<file path="config.mk">
export PLATFORM = sky130hd
export DESIGN_NAME = encoder_sequencer
export DESIGN_NICKNAME = d
export VERILOG_FILES = /design/src/rtl/encoder_sequencer.sv
export SDC_FILE = /design/constraint.sdc
export NUM_CORES = 1
export LEC_CHECK = 0
export CAP_MARGIN = 20
export CORE_MARGIN = 5
export CORE_UTILIZATION = 25
export CTS_CLUSTER_DIAMETER = 100
export DETAILED_ROUTE_END_ITERATION = 12
export MAX_ROUTING_LAYER = met4
export SLEW_MARGIN = 20
export SYNTH_ARGS = -nofsm -noshare
export SYNTH_HDL_FRONTEND = slang
export SYNTH_SLANG_ARGS = --single-unit
</file>
<file path="constraint.sdc">
create_clock -name clock -period 1.7 [get_ports clock]
set_clock_uncertainty 0.15 [all_clocks]
set_input_delay 0.34 -clock clock [delete_from_list [all_inputs] [get_ports clock]]
set_output_delay 0.34 -clock clock [all_outputs]
set_load 0.005 [all_outputs]
</file>
<file path="src/rtl/encoder_sequencer.sv">
// encoder_sequencer: shares one Codificador nibble encoder between two
// requesters with round-robin arbitration, sequences the encoder strobes and
// returns the captured codeword tagged with its owner.
// Optional build macro: ENCODER_CLEAR_EN inserts a one-cycle encoder clear
// (CLEAR state) between each grant and its settle phase.
module encoder_sequencer #(
  parameter int unsigned SETTLE_CYCLES = 2
) (
  input  logic       clock,
  input  logic       reset,
  input  logic       req0_valid,
  input  logic [3:0] req0_nibble,
  output logic       req0_grant,
  input  logic       req1_valid,
  input  logic [3:0] req1_nibble,
  output logic       req1_grant,
  output logic       enc_a,
  output logic       enc_b,
  output logic       enc_c,
  output logic       enc_d,
  output logic       enc_ready,
  output logic       enc_reset,
  input  logic [3:0] enc_s,
  output logic [3:0] code_out,
  output logic       code_owner,
  output logic       code_valid,
  output logic       busy
);

  // A settle time of zero is not meaningful; the encoder always gets one cycle.
  localparam int unsigned SETTLE_EFF = (SETTLE_CYCLES == 0) ? 1 : SETTLE_CYCLES;
  localparam int unsigned CNT_W      = (SETTLE_EFF > 1) ? $clog2(SETTLE_EFF) : 1;
  localparam logic [CNT_W-1:0] CNT_LAST = CNT_W'(SETTLE_EFF - 1);

  typedef enum logic [2:0] {
    INIT    = 3'd0,
    IDLE    = 3'd1,
    CLEAR   = 3'd2,
    SETUP   = 3'd3,
    STROBE  = 3'd4,
    CAPTURE = 3'd5,
    DONE    = 3'd6
  } state_t;

  state_t           state;
  state_t           next_state;
  logic [CNT_W-1:0] cnt;
  logic [CNT_W-1:0] cnt_next;
  logic             grant0;
  logic             grant1;
  logic             last_grant;
  logic             owner;
  logic [3:0]       enc_nib;
  logic             enc_reset_next;

  // The grants are decided and pulsed in the IDLE cycle that accepts a request.
  assign req0_grant = grant0;
  assign req1_grant = grant1;

  assign enc_a = enc_nib[3];
  assign enc_b = enc_nib[2];
  assign enc_c = enc_nib[1];
  assign enc_d = enc_nib[0];

  // State register; reset forces INIT so the encoder gets its clear pulse.
  always_ff @(posedge clock) begin
    if (!reset) begin
      state <= INIT;
    end else begin
      state <= next_state;
    end
  end

  // Next-state, settle counter and round-robin grant decision.
  always_comb begin
    next_state = state;
    cnt_next   = cnt;
    grant0     = 1'b0;
    grant1     = 1'b0;
    unique case (state)
      INIT: next_state = IDLE;
      IDLE: begin
        if (req0_valid || req1_valid) begin
          // On contention the requester that did not win last time goes first.
          if (req0_valid && (!req1_valid || last_grant)) begin
            grant0 = 1'b1;
          end else begin
            grant1 = 1'b1;
          end
          cnt_next = '0;
`ifdef ENCODER_CLEAR_EN
          next_state = CLEAR;
`else
          next_state = SETUP;
`endif
        end
      end
`ifdef ENCODER_CLEAR_EN
      CLEAR: next_state = SETUP;
`endif
      SETUP: begin
        if (cnt == CNT_LAST) begin
          next_state = STROBE;
        end else begin
          cnt_next = cnt + CNT_W'(1);
        end
      end
      STROBE:  next_state = CAPTURE;
      CAPTURE: next_state = DONE;
      DONE:    next_state = IDLE;
      default: next_state = INIT;
    endcase
    // Reset aborts any conversion and suppresses a same-cycle grant.
    if (!reset) begin
      next_state = INIT;
      grant0     = 1'b0;
      grant1     = 1'b0;
    end
  end

  // Encoder clear is driven in INIT and, when built in, in CLEAR.
  always_comb begin
    enc_reset_next = (next_state == INIT);
`ifdef ENCODER_CLEAR_EN
    if (next_state == CLEAR) begin
      enc_reset_next = 1'b1;
    end
`endif
  end

  // Registered strobes derived from the upcoming state, plus the datapath.
  always_ff @(posedge clock) begin
    cnt        <= cnt_next;
    enc_ready  <= (next_state == STROBE);
    enc_reset  <= enc_reset_next;
    code_valid <= (next_state == DONE);
    busy       <= (next_state != IDLE);
    if (!reset) begin
      last_grant <= 1'b1;
      owner      <= 1'b0;
      enc_nib    <= 4'b0000;
      code_out   <= 4'b0000;
      code_owner <= 1'b0;
    end else begin
      if (grant0 || grant1) begin
        last_grant <= grant1;
        owner      <= grant1;
        enc_nib    <= grant1 ? req1_nibble : req0_nibble;
      end
      if (state == CAPTURE) begin
        code_out   <= enc_s;
        code_owner <= owner;
      end
    end
  end

endmodule

</file>
Word level (Yosys, flattened, before mapping)

Index checks and enable logic that the tools add are counted.

Multiplexer cells: 16
Reduce and logical (&&, ||, !) cells: 10
Equal/unequal tests: 9
Add/sub/neg operators: 1

Operator list:

| cell                                           | count |
|---|---|
| == test 3 bit (second input constant)          | 5 |
| case mux 3 bit (5 select lines)                | 1 |
| two-way mux 1 bit                              | 10 |
| two-way mux 3 bit                              | 3 |
| logical NOT 3 bit                              | 2 |
| two-way mux 4 bit                              | 1 |
| == test 3 x 1 -> 1 bit (second input constant) | 1 |
| == test 3 x 2 -> 1 bit (second input constant) | 1 |
| logical OR 1 bit                               | 3 |
| != test 3 x 1 -> 1 bit (second input constant) | 1 |
| != test 2 bit (second input constant)          | 1 |
| case mux 1 bit (2 select lines)                | 1 |
| AND reduction 2 bit                            | 1 |
| nonzero test 2 bit                             | 1 |
| OR reduction 2 bit                             | 1 |
| adder 1 bit (second input constant)            | 1 |
| logical AND 1 bit                              | 1 |
| logical NOT 1 bit                              | 1 |

Input bits: 16
Flip-flop bits (word level): 19

Longest topological paths before layout

Depth in word-level cells: 8
Mapped depth: 5
Depth with buffers taken out: 3

Least setup slack after synthesis

OpenSTA, ideal clock, no wires.

Kind: reg-to-output
From: register state[2]
To: output req1_grant
Arrival: 1.323 ns
Path buffers: 2
Cell stages (with the launch flop): 6
Setup slack: -0.113 ns
Data required time: 1.210 ns
Cells stage by stage: dfxtp_1 -> buf_6 -> or3b_1 -> buf_6 -> or2_4 -> a21oi_1

Word-level cells in the longest chain between the ends: 3

RTL lines:

| item                     | RTL line | text |
|---|---|---|
| start: declaration       | 45       | `state_t state;` |
| start signal: assignment | 70       | `state <= next_state;` |
| == test 3 x 1 -> 1 bit   | 80       | `unique case (state)` |
| two-way mux 1 bit        | 80       |  |
| two-way mux 1 bit        | 114      | `if (!reset) begin` |
| end: declaration         | 16       | `output logic req1_grant,` |

Every way passes these cells.

Final worst setup path

From: register state[1]
To: output req1_grant

Same word-level chain as after synthesis.

==> results.json <==
{
  "critPathLaunchType": "flop",
  "syn-num-nets": 105,
  "place_ws_ns": -0.625,
  "crit_chain": "or3b_4 -> or2_4 -> a21oi_2 -> buf_2",
  "cts_made_buffers": 3,
  "grt_antenna_before_repair": 0,
  "cts.reportedPaths.clkPinSlew_ns": 0.11,
  "failing_checks": "setup timing",
  "synth_compound_gate_area_share_pct": 22.2,
  "groute.usage.overall_pct": 10.4,
  "synthFlopType": "sky130_fd_sc_hd__dfxtp_1",
  "fin_tns_setup_ns": -0.479,
  "outcome": "complete, but fails checks",
  "die_width_um": 68.0,
  "routabilityCongestion": 0.744,
  "start_util_pct": 25.6,
  "critPathMaxFanout": 2,
  "synth.mux.area_fraction_pct": 5.95,
  "routedWlPerCell_um": 11.4,
  "worst_skew_pair.late_latency_ns": 0.30,
  "timing.final.setup_violations": 2,
  "slew_headroom_pct": 76.8,
  "die_h_um": 68.0,
  "post_synth_cell_types": 29,
  "fraction_of_synthesis_flops_using_an_asynchronous_set_or_reset_pin_pct": 0,
  "yosysTopAreaCell": "sky130_fd_sc_hd__dfxtp_1",
  "cp-end-kind": "output port",
  "seq_area_frac_synth_pct": 46.4,
  "io-pin-count": 31,
  "cts_hold_buffers": 0,
  "cts-htree-levels": 1,
  "pin_count_of_the_biggest_net_entering_global_routing": 12,
  "grt_setup_unrepaired": "true",
  "timing_limited_maximum_frequency_mhz": 506,
  "timing.final.hold_violations": 0,
  "drcViolationCount": 0,
  "number_of_nets_still_failing_antenna_checks_after_routing": 0,
  "synth_cells": 89,
  "drtIter0Drc": 35,
  "critical_path.max_stage_delay_ns": 0.40,
  "synth_fa_ha_area_share_pct": 0,
  "synth_enable_flop_cells": 1,
  "postCtsSetupBuffers": 0,
  "xor_xnor_fraction_of_synth_area_pct": 0,
  "nNetsFinal": 150,
  "actual_transition_at_the_worst_max_transition_pin_ns": 0.347,
  "floorplan_die_area_um2": 4620,
  "arrival_ns": 1.48,
  "detailedPlacementHpwl_um": 1560,
  "fin_ws_ns": -0.275,
  "area_share_of_the_leading_cell_type_in_the_synthesized_netlist_pct": 42.9,
  "period_share_pct": 116,
  "detail_route.first_pass.iterations": 4,
  "clkSinkCount": 19,
  "grt_overflow_total": 0,
  "power.leakage_nw": 0.565,
  "routed_via_density": 4.32,
  "finalWorstPathRequiredPeriod_ns": 1.97,
  "area_growth_pct": 56.4,
  "synth_simple_gate_area_share_pct": 19.5,
  "yosys_warnings": 0,
  "clock_tree_from_tritoncts": "built",
  "first_pass_grt_wire_length_um": 3540,
  "critPathRequiredTime_ns": 1.21,
  "vdd_drop_max_mv": 0.294,
  "layout.core_utilization_pct": 40.0,
  "cts_buffer_depth": 2,
  "class_of_the_worst_hold_path": "flop to flop",
  "finalMaxSlewViolations": 0,
  "number_of_antenna_diodes": 0,
  "reg2reg_setup_slack_ns": 0.05,
  "syn_area_per_cell_um2": 9.45,
  "synth_top_family_by_area": "compound AO/OA/AOI/OAI gates",
  "slowest_stage": "sky130_fd_sc_hd__or3b_4",
  "num_rows": 21,
  "dr_total_vias": 773,
  "drv.max_cap_violation_count": 0,
  "root_buffer": "sky130_fd_sc_hd__clkbuf_4",
  "synth_seq_cells": 19,
  "core_um2": 3280,
  "drive_above_1_share_pct": 24.1,
  "p_per_area_nw_per_um2": 696,
  "ys_top_cells_by_area": "sky130_fd_sc_hd__dfxtp_1, sky130_fd_sc_hd__mux2i_1, sky130_fd_sc_hd__o311a_1, sky130_fd_sc_hd__a21boi_0, sky130_fd_sc_hd__and3_1",
  "portBuffers": 30,
  "count_of_buffering_cells_on_the_critical_path_with_inverters_included": 1,
  "synth.top_cells.by_count": "sky130_fd_sc_hd__dfxtp_1, sky130_fd_sc_hd__nor2_1, sky130_fd_sc_hd__and3_1, sky130_fd_sc_hd__a21boi_0, sky130_fd_sc_hd__mux2i_1",
  "route.final.wire_length_um": 2040,
  "netlist_area_um2": 841,
  "most_numerous_cell_in_the_yosys_netlist": "sky130_fd_sc_hd__dfxtp_1",
  "crit_family": "simple AND/OR/NAND/NOR gates",
  "timing.setup.critical_path_class": "flop to output port",
  "first_global_vias": 829
}
==> placed cells by master (no fill, tap or decap), types with 4 or more instances in the layout <==
cell type,synthesis,layout
sky130_fd_sc_hd__dfxtp_1,18,13
sky130_fd_sc_hd__buf_4,0,16
sky130_fd_sc_hd__nand2_1,4,4
sky130_fd_sc_hd__mux2i_1,5,5
sky130_fd_sc_hd__o311a_1,4,4
sky130_fd_sc_hd__dfxtp_2,0,5
sky130_fd_sc_hd__and3_1,6,6
sky130_fd_sc_hd__nor2_1,9,9
sky130_fd_sc_hd__o21bai_1,4,4
sky130_fd_sc_hd__clkdlybuf4s50_1,0,28
sky130_fd_sc_hd__a21boi_0,5,5
==> cells by family after synthesis <==
family                 Yosys count
and+or+nand+nor                 31
AOI/OAI and AO/OA               25
DFF                             19
buffers and inverters            9
muxes                            5
==> metrics by stage <==
step | cell area (µm²) | power [mW] | hold slack [ns] | instances
after CTS | 1310 | 0.927 | 0.363 | 179
after detailed placement | 1280 | 0.688 | 0.336 | 175
after floorplan | 851 | 0.583 | 0.311 | 89
after global placement | 1280 | 0.686 | 0.327 | 175
after global routing | 1320 | 0.968 | 0.399 | 179
final | 1320 | 0.915 | 0.356 | 179
==> final timing paths <==
| check | cells past startpoint | endpoint | from |
|---|---|---|---|
| setup / recovery | 4 | req1_grant | state[1] |
| hold / removal | 2 | last_grant | last_grant |
| setup reg to reg | 4 | enc_nib[2] | state[1] |
| hold reg to reg | 2 | last_grant | last_grant |
==> sequential cells by signal, summed over array words and instances (netlist names) <==
register	count
code_owner	1
code_valid	1
enc_reset	1
code_out	4
state	3
last_grant	1
cnt	1
enc_ready	1
enc_nib	4
owner	1
busy	1
==> layout make-up <==
| cell class | instances | area [µm²] |
|---|---|---|
| fill | 350 | 1970 |
| inverter | 3 | 11.3 |
| timing repair buffer | 46 | 410 |
| multi-input combinational | 61 | 412 |
| clock buffer | 3 | 22.5 |
| tap | 46 | 57.6 |
| sequential | 19 | 397 |
| clock inverter | 1 | 5.00 |
==> power by group <==
part | internal, mW | leakage, nW | total (mW) | switching [mW]
clock | 0.0878 | 0.0177 | 0.234 | 0.146
combinational | 0.122 | 0.388 | 0.197 | 0.0757
sequential | 0.473 | 0.159 | 0.483 | 0.0101
==> worst register-to-register path, cell delays in order (launching register included) <==
cell,delay [ns]
sky130_fd_sc_hd__dfxtp_2,0.33
sky130_fd_sc_hd__or3b_4,0.40
sky130_fd_sc_hd__or2_4,0.24
sky130_fd_sc_hd__buf_4,0.14
sky130_fd_sc_hd__o311a_1,0.29
==> timing repair <==
action / in CTS / in global routing
endpoints found under the setup margin: 2 / 9
resized for setup: 12 / 3
gates cloned: 0 / 0
==> per-layer routing <==
metal | wire [µm] | vias to the layer above | share of wire [%] | GRT usage [%]
met5 | 0 | - | 0 | -
li1 | - | 403 | - | -
met1 | 933 | 347 | 46 | 12.4
met2 | 983 | 19 | 48 | 16.4
met4 | 45 | 0 | 2.2 | 6.20
met3 | 74 | 4 | 3.6 | 1.64
(Power assumes the default switching activity.)
==> edit 1, RTL diff (same settings) <==
Set the parameter `SETTLE_CYCLES` to 1 (it was 2).
--- a/src/rtl/encoder_sequencer.sv
+++ b/src/rtl/encoder_sequencer.sv
@@ -5,5 +5,5 @@
 // (CLEAR state) between each grant and its settle phase.
 module encoder_sequencer #(
-  parameter int unsigned SETTLE_CYCLES = 2
+  parameter int unsigned SETTLE_CYCLES = 1
 ) (
   input  logic       clock,
Check against the original RTL: not equivalent (a bounded check fails within 4 cycles, from zero or initial values and one cycle with reset low).
==> edit 1 against the original RTL <==
Die area decreased by 8.4%. Power fell by 4.6%. Wire length fell by 6.8%. Setup slack gained 0.31 ns. Synthesized cell count shrank 11%. Cell area down 6.5%. Area after synthesis shrank 9.8%. Sequential cell count decreased by 1. Critical path type unchanged. Largest power group unchanged.
==> edit 1: results (changes against the original RTL) <==
Route
  – Via count: 716 (was 773)
  – Final WL: 1900 µm (was 2040 µm)
  – Detailed-router iteration count before antenna repair: 2 (was 4)
  – Mean routed wirelength per cell: 12.2 µm (was 11.4 µm)
  – Number of DRC markers in iteration 0: 13 (was 35)
  – Met3 WL: 131 µm (was 74 µm)

Place
  – Routability Congestion: 0.854 (was 0.744)
  – Area of placed instances: 0.00116 mm² (was 0.00128 mm²)

Global route
  – Met2 Use GR: 0.152 (was 0.164)
  – Largest net degree at the start of global routing: 18 (was 12)
  – First-pass GRT wire length: 3230 µm (was 3540 µm)
  – GRT met3 Usage: 0.0312 (was 0.0164)
  – Vias in the first global route: 753 (was 829)

Final layout
  – Layout Nets: 140 (was 150)
  – Layout clock area frac: 0.0183 (was 0.0209)
  – Final Core Density: 0.413 (was 0.400)
  – Inverter count: 2 (was 3)
  – Fraction of area in multi-input gates: 0.314 (was 0.313)

Power
  – Combinational power share: 0.232 (was 0.216)
  – Pleak: 0.527 nW (was 0.565 nW)
  – Internal: 0.000656 W (was 0.000683 W)
  – Worst IR Drop VDD: 0.000325 V (was 0.000294 V)

Critical path
  – CP peak stage delay: 0.33 ns (was 0.40 ns)
  – CP arrival: 1.17 ns (was 1.48 ns)
  – Slowest-stage cell, CP: dfxtp_2 (was or3b_4)

Logic synthesis
  – Top cells by count, synth: 18 x dfxtp_1, 11 x nand2_1, 5 x mux2i_1, 5 x nor2b_1 (was 18 x dfxtp_1, 9 x nor2_1, 6 x and3_1, 5 x a21boi_0, 5 x mux2i_1)
  – Register area share after synthesis: 0.475 (was 0.464)
  – Top cells by area, synth: dfxtp_1 48%, mux2i_1 6.6%, nand2_1 5.4%, o32ai_1 4.6%, nor2b_1 4.1% (was dfxtp_1 43%, mux2i_1 6.0%, o311a_1 4.8%, a21boi_0 4.5%, and3_1 4.5%)
  – Mapped Cells: 79 (was 89)
  – FF+latch count, synth: 18 (was 19)
  – Count of different cell masters after synthesis: 27 (was 29)
  – Syn_nets: 95 (was 105)

Clocking
  – # resized after CTS: 18 (was 12)

Timing
  – Slew headroom: 0.799 (was 0.768)

Status
  – Status: complete, no violations (was complete, but fails checks)
-- edit 1: final timing paths --
| check | start | endpoint | slack (ns) | cells after the start |
|---|---|---|---|---|
| worst max register to register | last_grant | enc_nib[0] | 0.31 | 5 |
| worst max-delay path | last_grant | req1_grant | 0.04 | 4 |
| worst min register to register | owner | owner | 0.31 | 2 |
| worst min-delay path | owner | owner | 0.31 | 2 |
-- edit 1: kinds of logic after synthesis --
kind of cell           after synthesis  share of synthesized area
AO/OA/AOI/OAI                       15                      0.157
XOR/XNOR                             1                     0.0116
buffers and inverters                7                     0.0578
flip-flops                          18                      0.475
multiplexers                         5                     0.0660
AND/OR/NAND/NOR                     33                      0.233
-- edit 1: stage by stage --
step / hold WS, ns / total power [W] / setup slack [ns]
after global placement: 0.301 / 0.000659 / -0.487
after detailed placement: 0.301 / 0.000660 / -0.533
after floorplan: 0.285 / 0.000548 / 0.281
after global routing: 0.341 / 0.000935 / -0.0360
after CTS: 0.316 / 0.000875 / 0.0130
final: 0.313 / 0.000872 / 0.0367
==> edit 2, RTL diff (same flow settings) <==
Without the edit above. Encoding of `state_t`: now one-hot (7 bits for 7 states).
--- a/src/rtl/encoder_sequencer.sv
+++ b/src/rtl/encoder_sequencer.sv
@@ -33,12 +33,12 @@
   localparam logic [CNT_W-1:0] CNT_LAST = CNT_W'(SETTLE_EFF - 1);
 
-  typedef enum logic [2:0] {
-    INIT    = 3'd0,
-    IDLE    = 3'd1,
-    CLEAR   = 3'd2,
-    SETUP   = 3'd3,
-    STROBE  = 3'd4,
-    CAPTURE = 3'd5,
-    DONE    = 3'd6
+  typedef enum logic [6:0] {
+    INIT    = 7'b0000001,
+    IDLE    = 7'b0000010,
+    CLEAR   = 7'b0000100,
+    SETUP   = 7'b0001000,
+    STROBE  = 7'b0010000,
+    CAPTURE = 7'b0100000,
+    DONE    = 7'b1000000
   } state_t;
 
Formal check against the unedited RTL: same outputs for any inputs over 10 cycles, from zero or initial values and one cycle with reset low; not proved beyond that.
==> edit 2 against the original RTL <==
The flow still finishes with violations (negative setup slack). Area after synthesis increased by 11%. Synthesized cell count increased by 3.4%. Power increased by 10%. Sequential cell count increased by 4. Critical endpoint is now req0_grant. Wire length increased by 16%. Setup slack improved by 0.17 ns. Maximum frequency increased by 9.3%. Cell area increased by 19%. Critical path type unchanged.
==> edit 2: results (changes against the original RTL) <==
Global route
  – Met2 Use GR: 0.163 (was 0.164)
  – Met1 global-route usage: 0.111 (was 0.124)
  – Vias in the first global route: 887 (was 829)
  – Largest net degree at the start of global routing: 14 (was 12)
  – Total Routing Usage GR: 0.101 (was 0.104)
  – GRT met3 Usage: 0.0440 (was 0.0164)
  – First-pass GRT wire length: 3930 µm (was 3540 µm)

Place
  – Placed Cells: 189 (was 175)
  – Routability Congestion: 0.762 (was 0.744)
  – HPWL Detailed: 1790 µm (was 1560 µm)

Clocking
  – Post-CTS Setup Bufs: 4 (was 0)
  – # resized after CTS: 19 (was 12)
  – Worst skew pair latency: 0.26 ns (was 0.30 ns)

Timing
  – Fin Hold WS: 0.351 ns (was 0.356 ns)
  – Final setup violation count: 2 (unchanged)
  – Worst setup margin: -0.107 ns (was -0.275 ns)

Route
  – Number of DRC markers in iteration 0: 22 (was 35)
  – Final WL: 2360 µm (was 2040 µm)
  – Vias per std cell: 4.42 (was 4.32)
  – Met1 WL: 1030 µm (was 933 µm)
  – Met2 Wirelength: 1130 µm (was 983 µm)
  – Met3 WL: 154 µm (was 74 µm)

Logic synthesis
  – Top cells by count, synth: 22 x dfxtp_1, 12 x nor2_1, 9 x mux2i_1, 8 x o21ai_0, 5 x a21oi_1 (was 18 x dfxtp_1, 9 x nor2_1, 6 x and3_1, 5 x a21boi_0, 5 x mux2i_1)
  – Syn_nets: 108 (was 105)
  – Register area share after synthesis: 0.506 (was 0.464)
  – Count of different cell masters after synthesis: 30 (was 29)
  – Synth Flop Type: dfxtp_1 (unchanged)
  – Mapped Cells: 92 (was 89)
  – Top cells by area, synth: dfxtp_1 47%, mux2i_1 9.7%, nor2_1 4.8%, o21ai_0 4.3%, edfxtp_1 3.2% (was dfxtp_1 43%, mux2i_1 6.0%, o311a_1 4.8%, a21boi_0 4.5%, and3_1 4.5%)

Final layout
  – Layout Nets: 167 (was 150)
  – Layout cell share with drive strength beyond 1: 0.280 (was 0.241)
  – Biggest regs: state (7), code_out (4), enc_nib (4) (was code_out (4), enc_nib (4), state (3))
  – Filler cells: 368 (was 350)

Status
  – Status: complete, but fails checks (unchanged)
  – Failing checks: negative setup slack (unchanged)

Power
  – Seq pwr share: 0.552 (was 0.528)
  – Pleak: 0.677 nW (was 0.565 nW)
  – Internal: 0.000794 W (was 0.000683 W)

Critical path
  – CP Max Fanout: 3 (was 2)
  – CP peak stage delay: 0.34 ns (was 0.40 ns)
  – FF-to-FF setup slack: 0.03 ns (was 0.05 ns)
  – Slowest-stage cell, CP: dfxtp_1 (was or3b_4)
edit 2: cell types whose count changed after synthesis, moves of 3 or more:
cell	change
o21ai_0	+5
and3_1	-4
dfxtp_1	+4
mux2i_1	+4
o21bai_1	-4
o311a_1	-4
a21boi_0	-3
nand2b_1	-3
nand3_1	+3
nor2_1	+3
edit 2: cell type report:
class                      count  area share
multi-input combinational     64       0.303
tap                           48      0.0385
clock buffer                   4      0.0288
timing repair buffer          56       0.320
sequential                    23       0.303
inverter                       3     0.00721
edit 2: worst paths after layout:
| check | cells past startpoint | end | from |
|---|---|---|---|
| setup / recovery | 3 | req0_grant | state[4] |
| hold / removal | 2 | owner | owner |
| setup reg to reg | 6 | enc_nib[3] | state[4] |
| hold reg to reg | 2 | owner | owner |
edit 2: cells by family after synthesis:
family	after synthesis	synth area share
AOI/OAI and AO/OA	18	0.113
buffers and inverters	5	0.0283
DFF	23	0.506
other	1	0.00403
muxes	9	0.0969
xor gates and xnor gates	2	0.0188
and+or+nand+nor	34	0.233
edit 2: stage by stage:
step / worst slack [ns] / setup TNS (ns) / util / total power (W)
2_1_floorplan: 0.147 / 0 / - / 0.000601
4_1_cts: -0.121 / -0.221 / 0.418 / 0.00102
6_report: -0.107 / -0.209 / 0.430 / 0.00101
3_5_place_dp: -0.656 / -2.59 / 0.394 / 0.000677
3_3_place_gp: -0.578 / -2.17 / 0.394 / 0.000675
5_1_grt: -0.217 / -0.861 / 0.430 / 0.00106
edit 2: worst register-to-register path, delay by kind of cell (launching register included):
kind | cells | cell delay, ns
AND/OR/NAND/NOR | 2 | 0.59
AO/OA/AOI/OAI | 1 | 0.08
flip-flops | 1 | 0.34
buffers and inverters | 2 | 0.23
multiplexers | 1 | 0.18
